--- src/rtl/mem_req_arb_pkg.sv ---
// Shared types and constants for the two-port memory request arbiter.
package mem_req_arb_pkg;

   localparam logic [1:0] DATA_WIDTH_0  = 2'd0;
   localparam logic [1:0] DATA_WIDTH_8  = 2'd1;
   localparam logic [1:0] DATA_WIDTH_16 = 2'd2;
   localparam logic [1:0] DATA_WIDTH_32 = 2'd3;

   typedef enum logic [1:0] {
      IDLE,
      ISSUE,
      WAIT_RD
   } arb_state_t;

   typedef enum logic {
      PORT_A,
      PORT_B
   } arb_port_t;

endpackage

--- src/rtl/mem_req_arb_rr.sv ---
// Two-way round-robin picker: with both ports requesting, the one not served last wins.
module mem_req_arb_rr
   import mem_req_arb_pkg::*;
(
   input  logic [1:0] req,
   input  arb_port_t  last,
   output logic [1:0] gnt
);

   // NOTE: gnt gets a default before the case so no path leaves it unassigned (no latch).
   always_comb begin
      gnt = 2'b00;
      case (req)
         2'b01:   gnt = 2'b01;
         2'b10:   gnt = 2'b10;
         2'b11:   gnt = (last == PORT_A) ? 2'b10 : 2'b01;
         default: gnt = 2'b00;
      endcase
   end

endmodule

--- src/rtl/mem_req_arb.sv ---
// Merges the cartridge-bus port (A) and loader port (B) onto one memory request
// channel, one outstanding transaction at a time, holding addr/width until read data returns.
module mem_req_arb
   import mem_req_arb_pkg::*;
#(
   parameter int          ADDR_W  = 27,
   parameter int          TIMEOUT = 4096,
   parameter logic [31:0] TO_DATA = 32'hDEAD_BEEF
) (
   input  logic              clk,
   input  logic              rst,

   input  logic              a_rd,
   input  logic              a_wr,
   input  logic [ADDR_W-1:0] a_addr,
   input  logic [1:0]        a_width,
   input  logic [31:0]       a_wr_data,
   output logic              a_ack,
   output logic [31:0]       a_rd_data,
   output logic              a_rd_valid,

   input  logic              b_rd,
   input  logic              b_wr,
   input  logic [ADDR_W-1:0] b_addr,
   input  logic [1:0]        b_width,
   input  logic [31:0]       b_wr_data,
   output logic              b_ack,
   output logic [31:0]       b_rd_data,
   output logic              b_rd_valid,

   output logic              mem_rd,
   output logic              mem_wr,
   output logic [ADDR_W-1:0] mem_addr,
   output logic [1:0]        mem_data_width,
   output logic [31:0]       mem_wr_data,
   input  logic              mem_rd_ready,
   input  logic              mem_wr_ready,
   input  logic [31:0]       mem_rd_data,
   input  logic              mem_rd_valid,

   output logic              busy,
   output logic              timeout
);

   localparam int              CNT_W    = (TIMEOUT > 1) ? $clog2(TIMEOUT) : 1;
   localparam logic [CNT_W-1:0] CNT_LAST = CNT_W'(TIMEOUT - 1);

   arb_state_t        state_q;
   arb_port_t         port_q;
   arb_port_t         last_q;
   logic              mem_rd_q;
   logic              mem_wr_q;
   logic [ADDR_W-1:0] addr_q;
   logic [1:0]        width_q;
   logic [31:0]       wr_data_q;
   logic [CNT_W-1:0]  cnt_q;
   logic [31:0]       a_rd_data_q;
   logic [31:0]       b_rd_data_q;
   logic              a_rd_valid_q;
   logic              b_rd_valid_q;
   logic              timeout_q;

   logic [1:0]        req;
   logic [1:0]        gnt;
   logic              sel_b;
   logic              sel_rd;
   logic              hs;
   logic [31:0]       rd_result;

   assign req = {b_rd | b_wr, a_rd | a_wr};

   mem_req_arb_rr u_rr (
      .req  (req),
      .last (last_q),
      .gnt  (gnt)
   );

   // A port asserting both rd and wr is treated as a read.
   assign sel_b     = gnt[1];
   assign sel_rd    = sel_b ? b_rd : a_rd;
   assign hs        = (mem_rd_q & mem_rd_ready) | (mem_wr_q & mem_wr_ready);
   assign rd_result = mem_rd_valid ? mem_rd_data : TO_DATA;

   // NOTE: acks are combinational so the requester sees them in the handshake cycle itself.
   assign a_ack = hs & (port_q == PORT_A);
   assign b_ack = hs & (port_q == PORT_B);

   // NOTE: all state uses non-blocking assignments so every register samples pre-edge values.
   always_ff @(posedge clk or negedge rst) begin
      if (!rst) begin
         state_q      <= IDLE;
         port_q       <= PORT_A;
         last_q       <= PORT_B;
         mem_rd_q     <= 1'b0;
         mem_wr_q     <= 1'b0;
         addr_q       <= '0;
         width_q      <= '0;
         wr_data_q    <= '0;
         cnt_q        <= '0;
         a_rd_data_q  <= '0;
         b_rd_data_q  <= '0;
         a_rd_valid_q <= 1'b0;
         b_rd_valid_q <= 1'b0;
         timeout_q    <= 1'b0;
      end else begin
         a_rd_valid_q <= 1'b0;
         b_rd_valid_q <= 1'b0;
         timeout_q    <= 1'b0;
         case (state_q)
            IDLE: begin
               if (|req) begin
                  port_q    <= sel_b ? PORT_B : PORT_A;
                  addr_q    <= sel_b ? b_addr : a_addr;
                  width_q   <= sel_b ? b_width : a_width;
                  wr_data_q <= sel_b ? b_wr_data : a_wr_data;
                  mem_rd_q  <= sel_rd;
                  mem_wr_q  <= ~sel_rd;
                  state_q   <= ISSUE;
               end
            end
            ISSUE: begin
               if (hs) begin
                  mem_rd_q <= 1'b0;
                  mem_wr_q <= 1'b0;
                  last_q   <= port_q;
                  cnt_q    <= '0;
                  state_q  <= mem_rd_q ? WAIT_RD : IDLE;
               end
            end
            WAIT_RD: begin
               if (mem_rd_valid || (cnt_q == CNT_LAST)) begin
                  if (port_q == PORT_A) begin
                     a_rd_data_q  <= rd_result;
                     a_rd_valid_q <= 1'b1;
                  end else begin
                     b_rd_data_q  <= rd_result;
                     b_rd_valid_q <= 1'b1;
                  end
                  timeout_q <= ~mem_rd_valid;
                  state_q   <= IDLE;
               end else begin
                  cnt_q <= cnt_q + CNT_W'(1);
               end
            end
            default: state_q <= IDLE;
         endcase
      end
   end

   assign mem_rd         = mem_rd_q;
   assign mem_wr         = mem_wr_q;
   assign mem_addr       = addr_q;
   assign mem_data_width = width_q;
   assign mem_wr_data    = wr_data_q;
   assign a_rd_data      = a_rd_data_q;
   assign b_rd_data      = b_rd_data_q;
   assign a_rd_valid     = a_rd_valid_q;
   assign b_rd_valid     = b_rd_valid_q;
   assign timeout        = timeout_q;
   assign busy           = (state_q != IDLE);

endmodule

--- config.mk ---
export PLATFORM = sky130hd
export DESIGN_NAME = mem_req_arb
export DESIGN_NICKNAME = d
export VERILOG_FILES = /design/src/rtl/mem_req_arb_pkg.sv /design/src/rtl/mem_req_arb_rr.sv /design/src/rtl/mem_req_arb.sv
export SDC_FILE = /design/constraint.sdc
export NUM_CORES = 1
export LEC_CHECK = 0
export BUFFER_PORTS_ARGS = -buffer_cell sky130_fd_sc_hd__buf_2
export CORE_MARGIN = 4
export CORE_UTILIZATION = 44
export CTS_CLUSTER_DIAMETER = 60
export DETAILED_ROUTE_END_ITERATION = 8
export PLACE_DENSITY = 0.76
export RECOVER_POWER = 25
export SLEW_MARGIN = 20
export SYNTH_ARGS = -nofsm -noshare
export SYNTH_HDL_FRONTEND = slang
export SYNTH_SLANG_ARGS = --single-unit
--- constraint.sdc ---
create_clock -name clk -period 2.1 [get_ports clk]
set_clock_uncertainty 0.2 [all_clocks]
set_input_delay 0.21 -clock clk [delete_from_list [all_inputs] [get_ports clk]]
set_output_delay 0.21 -clock clk [all_outputs]
set_load 0.01 [all_outputs]
# After elaboration in Yosys (flattened, before gate mapping)
# Cells that the tools add are included.
# totals
reg_bits	146
inputBits	163
output_inout_bits	133
elab_cells	77
# op_classes
addsub	1
eq_ne	10
muxes	29
n_bitwise	10
reduce_logical	13
# op_table
cell	n
32-bit two-way mux	2
27-bit two-way mux	1
12-bit two-way mux	2
12-bit one-hot mux with 2 select lines	1
3-bit AND reduction	5
1-bit two-way mux	13
12-bit by 1-bit adder with 12-bit output, second input constant	1
12-bit == test, second input constant	1
2-bit two-way mux	6
2-bit one-hot mux with 3 select lines	2
2-bit != test, second input constant	4
2-bit == test, second input constant	3
2-bit nonzero test	3
1-bit bitwise AND	4
2-bit by 1-bit == test with 1-bit output, second input constant	2
1-bit one-hot mux with 2 select lines	2
2-bit AND reduction	2
1-bit inverter	3
1-bit bitwise OR	3
2-bit zero test	1
2-bit OR reduction	1
1-bit logical OR	1

# Longest topological paths before layout
# Gate-level depths: netlist of run 1.
# logic_depth
word_depth	7
ltp_mapped	7
depth_no_buf	6

# Hierarchy
# Synthesis of run 1 repeated with hierarchy kept, for this count alone.
# hier_totals
hier_cells	549
area_unflattened_um2	6517.5
# modules_own_cells
mod	n_inst	cells_each	area_each_um2	seq_area_each_um2
mem_req_arb	1	546	6498.7	3654.8
mem_req_arb_rr	1	3	18.8	0.0

# Least setup slack after synthesis of run 1
# No wires, ideal clock.
# synth_path
path_type	register -> register
from	reg cnt_q[0]
to	reg b_rd_data_q[10], in the netlist b_rd_data[10]
setup_time_ns	0.073
arrival_ns	1.591
t_required_ns	1.827
setup_slack_ns	0.236
stages_incl_launch_ff	8
path_buffers	1
synth_period_minus_slack_ns	1.864
path_cell_list	dfrtp_1 ha_1 nand3_2 o31ai_4 nand2_4 inv_6 buf_12 a2bb2oi_2
# synth_between
elab_chain_cells	3
# synth_lines
element	line	source
from (decl)	mem_req_arb.sv:56	logic [CNT_W-1:0] cnt_q;
from (signal assigned)	mem_req_arb.sv:142	cnt_q <= cnt_q + CNT_W'(1);
12-bit == test	mem_req_arb.sv:131	if (mem_rd_valid || (cnt_q == CNT_LAST)) begin
1-bit logical OR	mem_req_arb.sv:131	
3-bit AND reduction (no source line)	-	
to (signal assigned)	mem_req_arb.sv:136	b_rd_data_q <= rd_result;
to (decl)	mem_req_arb.sv:58	logic [31:0] b_rd_data_q;
# No other way between the ends.
# A chain may end at the register's enable or synchronous reset.

# Final worst setup path of run 1
# layout_path
from	reg cnt_q[1]
to	reg a_rd_data_q[3], in the netlist a_rd_data[3]
# layout_between
elab_chain_cells	3
# layout_lines
element	line	source
12-bit == test	mem_req_arb.sv:131	
1-bit logical OR	mem_req_arb.sv:131	
3-bit AND reduction (no source line)	-	
to (signal assigned)	mem_req_arb.sv:133	a_rd_data_q <= rd_result;
to (decl)	mem_req_arb.sv:57	logic [31:0] a_rd_data_q;
# No other way between the ends.

==> key figures, run 1 <==
Detailed routing
  • Drt first pass iters: 7
  • Routed WL: between 20000 and 30000 microns
  • Antenna viol nets, final: 0
  • Vias: roughly 7.3k
  • Iter 0 DRT Violations: slightly above 700
  • Vias per cell: roughly 5.8
  • Post-route DRC: 0
  • WL per Instance: 20.5 microns

Placement
  • Setup WS pre-CTS: roughly 11 ps
  • Placed Cells: 1072
  • Dpl hpwl: approximately 14000 microns
  • PortBufs: 295
  • GP Congestion: between 0.9 and 1
  • Placed Area: approximately 8300 sq um

Yosys
  • Synth top area share: a little under three fifths
  • Synth Instances: just over 600
  • Leading area contributor after synthesis: dfrtp_1
  • Syn. warnings: 0
  • Synthesized area: approximately 6500 sq um
  • Ys async rst share: 100%
  • Net Count, Synth: ~800
  • Seq/Total Area, Yosys: a little under three fifths
  • Number of synthesized flops with an enable pin: 0
  • Count of cell types in the netlist: 53
  • FF+latch count, synth: 146
  • Synth top area cells: dfrtp_1, a2bb2oi_2, nand2_1
  • Main synth FF type: dfrtp_1
  • Syn Area/Cell: roughly 11 sq um

Setup path
  • Critical Path End: a_rd_data[3]
  • Crit Path Class: reg2reg
  • Worst setup path startpoint: cnt_q[1]
  • Crit path max fanout: 13
  • FF-to-FF path depth: 6
  • R2R Path Start: cnt_q[1]
  • Setup crit end kind: register
  • Reg2reg end: a_rd_data[3]
  • CP Launch Type: register
  • Crit-path max cell delay: about 400 ps
  • Reg2Reg Setup Slack: 120 ps
  • Crit path cell chain: ha_1 > nand3_4 > o31ai_4 > nand2_4 > clkinv_8 > a2bb2oi_1
  • Worst path arrival time: between 2000 and 2500 ps
  • Max stage delay cell, worst path: dfrtp_1
  • Critical Path RT: approximately 2200 ps

Die
  • Core Rows: 44
  • Die X: 130 microns
  • Core area: about 15000 sq um
  • I/O pin total: between 200 and 300
  • Die Ht: 130 microns
  • Die footprint: roughly 17000 sq um
  • Initial Util: 44.8%

CTS
  • Clock Sinks: 146
  • Root Buffer Master: clkbuf_16
  • Skew-Pair Late Insertion Delay: 430 ps
  • CTS buffer count: 17
  • CTS Buffer Depth: 2
  • CTS tree: done
  • H-tree depth: 4
  • Reg clk slew, reported paths: around 60 ps

Timing
  • Fin crit period: between 1500 and 2000 ps
  • Final period utilization: between 90 and 100%
  • Peak Freq: just over 0.5 GHz
  • RSZ-0062 raised after global routing: false
  • Slack of the critical path: about 120 ps
  • Pins Over Slew Limit: 0
  • Setup violations, final: 0
  • Setup TNS: 0 ps
  • Slew margin rel.: 38.4%
  • Tightest Pin Transition: between 900 and 1000 ps
  • Final hold vios: 0

Global route
  • Initial antenna violation count: 1
  • Total track usage: 30.3%
  • First-pass GRT wire length: approximately 40000 microns
  • Largest net degree at the start of global routing: 62
  • Vias in the first global route: about 7.4k
  • Gr ovfl total: 0

Layout
  • FILL cells: around 870
  • Synthesis-to-finish area growth: 61.3%
  • Fin nets: between 1k and 1.5k
  • Layout cells sized above 1: between 30% and 40%
  • Final Cell Area: between 10000 and 15000 sq um
  • Reg area: about 3700 sq um
  • Multi-input logic area: 2640 sq um
  • Final Non-Filler Cells: around 1.3k

Run
  • Max cap viols: 0

Status
  • Status: complete, no violations

Power
  • Worst vdd ir: roughly 660 uV
  • P_leak: just over 5 nW
  • PwrDens: 1370 nW/um^2
  • Pwr Total: about 14 mW

Min path
  • Worst hold path type: in2reg
-- kinds of logic after synthesis --
family / after synthesis / share of synthesized area [%]
buffers and inverters: 48 / 4.17
AO/OA/AOI/OAI: 160 / 22.2
AND/OR/NAND/NOR: 260 / 17.3
adder cells (fa/ha/maj): 1 / 0.192
flip-flops: 146 / 56.1
-- sequential cells by signal, indices dropped and copies added, names as in the netlist --
register        flops
mem_data_width      2
last_q              1
b_rd_valid          1
a_rd_valid          1
mem_addr           27
mem_wr              1
b_rd_data          32
timeout             1
a_rd_data          32
mem_wr_data        32
cnt_q              12
port_q              1
mem_rd              1
state_q             2
-- cell usage after synthesis (all sizes together), types with 2 or more instances --
cell type  count
a2bb2oi       48
o31ai          2
a21o           2
nor2b          2
clkinv         2
dfrtp        145
or3b           2
o21ai          9
or2            2
nand4          3
nor3           3
a31o           2
and3           3
nand2        138
inv            4
a21oi          5
o21a           2
o31a           2
nor2          90
a31oi         67
a32o          16
nor4           5
nand3          6
nor3b          2
clkbuf        25
buf           17
-- per-layer routing --
metal / part of all wire, % / GRT usage [%]
met5: 0.027 / 0
met4: 6.9 / 17.8
met3: 11 / 9.19
met2: 47 / 49.0
met1: 35 / 35.6
-- cell type report --
type | count | share of cell area, %
Clock inverter | 11 | 1.22
Sequential cell | 146 | 34.8
Timing Repair inverter | 1 | 0.0834
Multi-Input combinational cell | 423 | 25.1
Inverter | 6 | 0.453
Clock buffer | 21 | 4.48
Antenna cell | 1 | 0.0238
Timing Repair Buffer | 475 | 31.6
Tap cell | 184 | 2.19
-- worst min path at each step --
stage / start / endpoint / slack (ps) / depth (start not counted)
final: mem_rd_valid / timeout / 40 / 3
after detailed placement: rst / a_rd_data[24] / -70 / 1
after CTS: mem_rd_valid / timeout / 20 / 3
after global routing: mem_rd_valid / timeout / 30 / 3
after global placement: rst / a_rd_data[29] / -70 / 1
after floorplan: rst / a_rd_data[0] / -290 / 0
-- worst max-delay path, delay by kind of cell, from the launching register on --
family	cells	cell delay [ps]
AND/OR/NAND/NOR	2	340
flip-flops	1	400
AO/OA/AOI/OAI	2	540
adder cells (fa/ha/maj)	1	260
buffers and inverters	1	150
-- stage by stage --
| stage | utilization, % | hold WS [ps] |
|---|---|---|
| 2_1_floorplan | - | -286 |
| 3_3_place_gp | 56.9 | -70.5 |
| 3_5_place_dp | 56.9 | -65.4 |
| 4_1_cts | 72.0 | 18.1 |
| 5_1_grt | 72.2 | 29.2 |
| 6_report | 72.2 | 38.7 |
-- what timing repair did --
item	CTS	global route
hold endpoints to repair	272	0
endpoints found under the setup margin	2	43
pin swaps	0	2
setup buffers	0	1
gates cloned	0	3
gates resized for setup	1	5
hold buffers	159	0
-- layout by cell type (no fill, tap or decap), drive strengths merged, types with 6 or more instances in the layout --
master / n
nand2: 139
clkbuf: 22
dlygate4sd3: 159
a31oi: 67
nand3: 6
a32o: 16
inv: 6
dfrtp: 145
a2bb2oi: 48
buf: 315
nor2: 91
clkinv: 7
o21ai: 9
-- report_power, final --
group	internal, mW	switching, mW
clock network	1.85	1.24
logic	2.79	3.48
registers	4.09	0.897
total	8.73	5.61
(Power assumes the default switching activity.)
==> inputs of run 2 (changes only) <==
CORE_MARGIN = unset   (was 4)
==> run 2 against run 1 <==
  * Register-to-register slack about the same
  * Critical path type unchanged
  * Critical path depth decreased by 1
  * Global-route usage increased by 0.62 points
  * First-iteration DRC count is 25% lower
  * Final cell count shrank 0.63%
  * Count of clock-buffer cells in the layout unchanged
  * Largest cell class unchanged
  * Non-clock buffer count down 4
  * Hold slack got worse by 25 ps
  * Via count fell by 2.2%
  * Maximum frequency fell by 0.52%
  * Sequential share of layout area rose by 0.092 points
  * Cell area decreased by 0.26%
==> key figures, run 2 (same netlist as run 1, synthesis figures left out) <==
CTS
  • Skew-Pair Late Insertion Delay: 420 ps (about the same)
  • CTS buffer count: 17 (unchanged)
  • H-tree depth: 4 (unchanged)
  • CTS tree: done
  • Root Buffer Master: clkbuf_16
  • Clock Sinks: 146 (unchanged)
  • CTS Buffer Depth: 2 (unchanged)
  • Reg clk slew, reported paths: 70 ps (about the same)

Die
  • Core area: 14500 sq um (-0.38%)
  • Die Ht: 124 microns (-4.6%)
  • I/O pin total: 296 (unchanged)
  • Initial Util: 45.0% (+0.17 points)
  • Core Rows: 44 (unchanged)
  • Die X: 124 microns (-4.6%)
  • Die footprint: 15300 sq um (-9.0%)

Timing
  • Final hold vios: 0 (unchanged)
  • Setup TNS: 0 ps (unchanged)
  • WHS: 13.9 ps (-24.8 ps)
  • Setup violations, final: 0 (unchanged)
  • Fin crit period: 1990 ps (+10.3 ps)
  • Peak Freq: 0.502 GHz (-0.52%)
  • Tightest Pin Transition: 1400 ps (+472 ps)
  • RSZ-0062 raised after global routing: false
  • Pins Over Slew Limit: 0 (unchanged)
  • Slew margin rel.: 6.92% (-31 points)
  • Final period utilization: 94.9% (+0.49 points)

Min path
  • Worst Hold Depth: 3 (unchanged)
  • Worst hold path type: in2reg

Layout
  • Commonest non-fill, non-tap cells in the layout: buf_2, dlygate4sd3_1, dfrtp_1
  • Utilization after layout: 72.3% (+0.085 points)
  • Fin nets: 1227 (-0.57%)
  • Commonest non-fill, non-tap cell in the layout: buf_2
  • Synthesis-to-finish area growth: 60.9%
  • Final Non-Filler Cells: 1260 (-0.63%)
  • Diodes inserted: 0 (-1)
  • Layout cells sized above 1: 37.9% (-0.31 points)
  • FILL cells: 866 (-0.35%)

Global route
  • Met1 GRT Util: 34.8% (-0.78 points)
  • First-pass GRT wire length: 35700 microns (-10%)
  • Met2 usage: 50.8% (+1.8 points)
  • GRT met3 Usage: 7.88% (-1.3 points)
  • Total track usage: 30.9% (+0.62 points)
  • Most used routing layer: met2
  • Initial antenna violation count: 0 (-1)
  • Vias in the first global route: 7096 (-4.4%)
  • Largest net degree at the start of global routing: 72 (+16%)
  • Gr ovfl total: 0 (unchanged)

Setup path
  • Setup crit end kind: register
  • Crit Path Class: reg2reg
  • Worst path arrival time: 2110 ps (about the same)
  • Crit path max fanout: 71 (+58)
  • Crit path cell chain: or2_1 > nor2_4 > buf_12 > nor2_1 > a31oi_1
  • Max stage delay cell, worst path: dfrtp_1
  • Critical path buffers and inverters: 1 (unchanged)
  • FF-to-FF path depth: 5 (-1)
  • Top Family by Delay on Critical Path: simple AND/OR/NAND/NOR gates
  • CP Launch Type: register
  • Path length in cells of the critical path: 5 (-1)
  • Critical Path RT: 2220 ps (-20 ps)
  • Crit-path max cell delay: 470 ps (+70 ps)

Detailed routing
  • Post-route DRC: 0 (unchanged)
  • Vias: 7141 (-2.2%)
  • WL per Instance: 19.2 microns (-6.1%)
  • Routed WL: 24200 microns (-6.7%)
  • Antenna viol nets, final: 0 (unchanged)
  • Iter 0 DRT Violations: 532 (-25%)
  • Drt first pass iters: 5 (-2)
  • Vias per cell: 5.67 (-1.6%)

Placement
  • PortBufs: 295 (unchanged)
  • Dpl hpwl: 12900 microns (-8.9%)
  • Placed Cells: 1071 (-0.093%)
  • GP Congestion: 0.815 (-10%)

Power
  • P_leak: 5.02 nW (-0.26%)
  • PwrDens: 1370 nW/um^2 (about the same)
  • Pwr Total: 14.3 mW (-0.28%)
  • Worst vdd ir: 667 uV (+1.3%)

Run
  • Max cap viols: 0 (unchanged)

Status
  • Status: complete, no violations
[run 2: layer usage]
| metal | up-vias | share of wire, % | wire length (microns) |
|---|---|---|---|
| li1 | 3079 | - | - |
| met1 | 3361 | 36 | 8760 |
| met2 | 550 | 47 | 11500 |
| met3 | 151 | 9.3 | 2250 |
| met4 | 0 | 7.1 | 1730 |
| met5 | - | 0 | 0 |
[run 2: tightest hold or removal path: cells and delay by family]
| kind | cells | cell delay (ps) |
|---|---|---|
| AOI/OAI and AO/OA | 2 | 260 |
| buffers and inverters | 1 | 130 |
[run 2: through the flow]
step                      instance area, sq um  setup WS [ps]
final                                    10500            107
after CTS                                10500           7.78
after global placement                    8240           97.2
after floorplan                           6510            236
after global routing                     10500           7.16
after detailed placement                  8240          -8.10
[run 2: worst paths after layout]
path / end / slack, ps / startpoint
setup / recovery: mem_addr[6] / 110 / state_q[0]
hold / removal: port_q / 10 / b_wr
setup reg to reg: mem_addr[6] / 110 / state_q[0]
hold reg to reg: last_q / 270 / last_q
max in group asynchronous: a_rd_data[2] / 330 / rst
min in group asynchronous: b_rd_data[29] / 470 / rst
[run 2: power by group]
| group | switching [mW] | total [mW] | internal [mW] |
|---|---|---|---|
| clock network | 1.21 | 3.30 | 2.09 |
| logic | 3.34 | 5.99 | 2.65 |
| registers | 0.914 | 5.00 | 4.09 |
[run 2: layout make-up]
type / instances / area [sq um] / share of cell area [%]
multi-input combinational: 421 / 2620 / 25.0
clock inverter: 11 / 178 / 1.70
tap: 184 / 230 / 2.20
sequential: 146 / 3650 / 34.9
clock buffer: 21 / 470 / 4.49
timing repair buffer: 471 / 3270 / 31.3
inverter: 6 / 47.5 / 0.454
[run 2: what timing repair did]
| item | in CTS | in global routing |
|---|---|---|
| hold buffers | 157 | 0 |
| setup buffers | 0 | 0 |
| endpoints found under the setup margin | 7 | 56 |
| gates resized for setup | 2 | 3 |
| pin swaps | 0 | 1 |
| endpoints found under the hold margin | 184 | 0 |
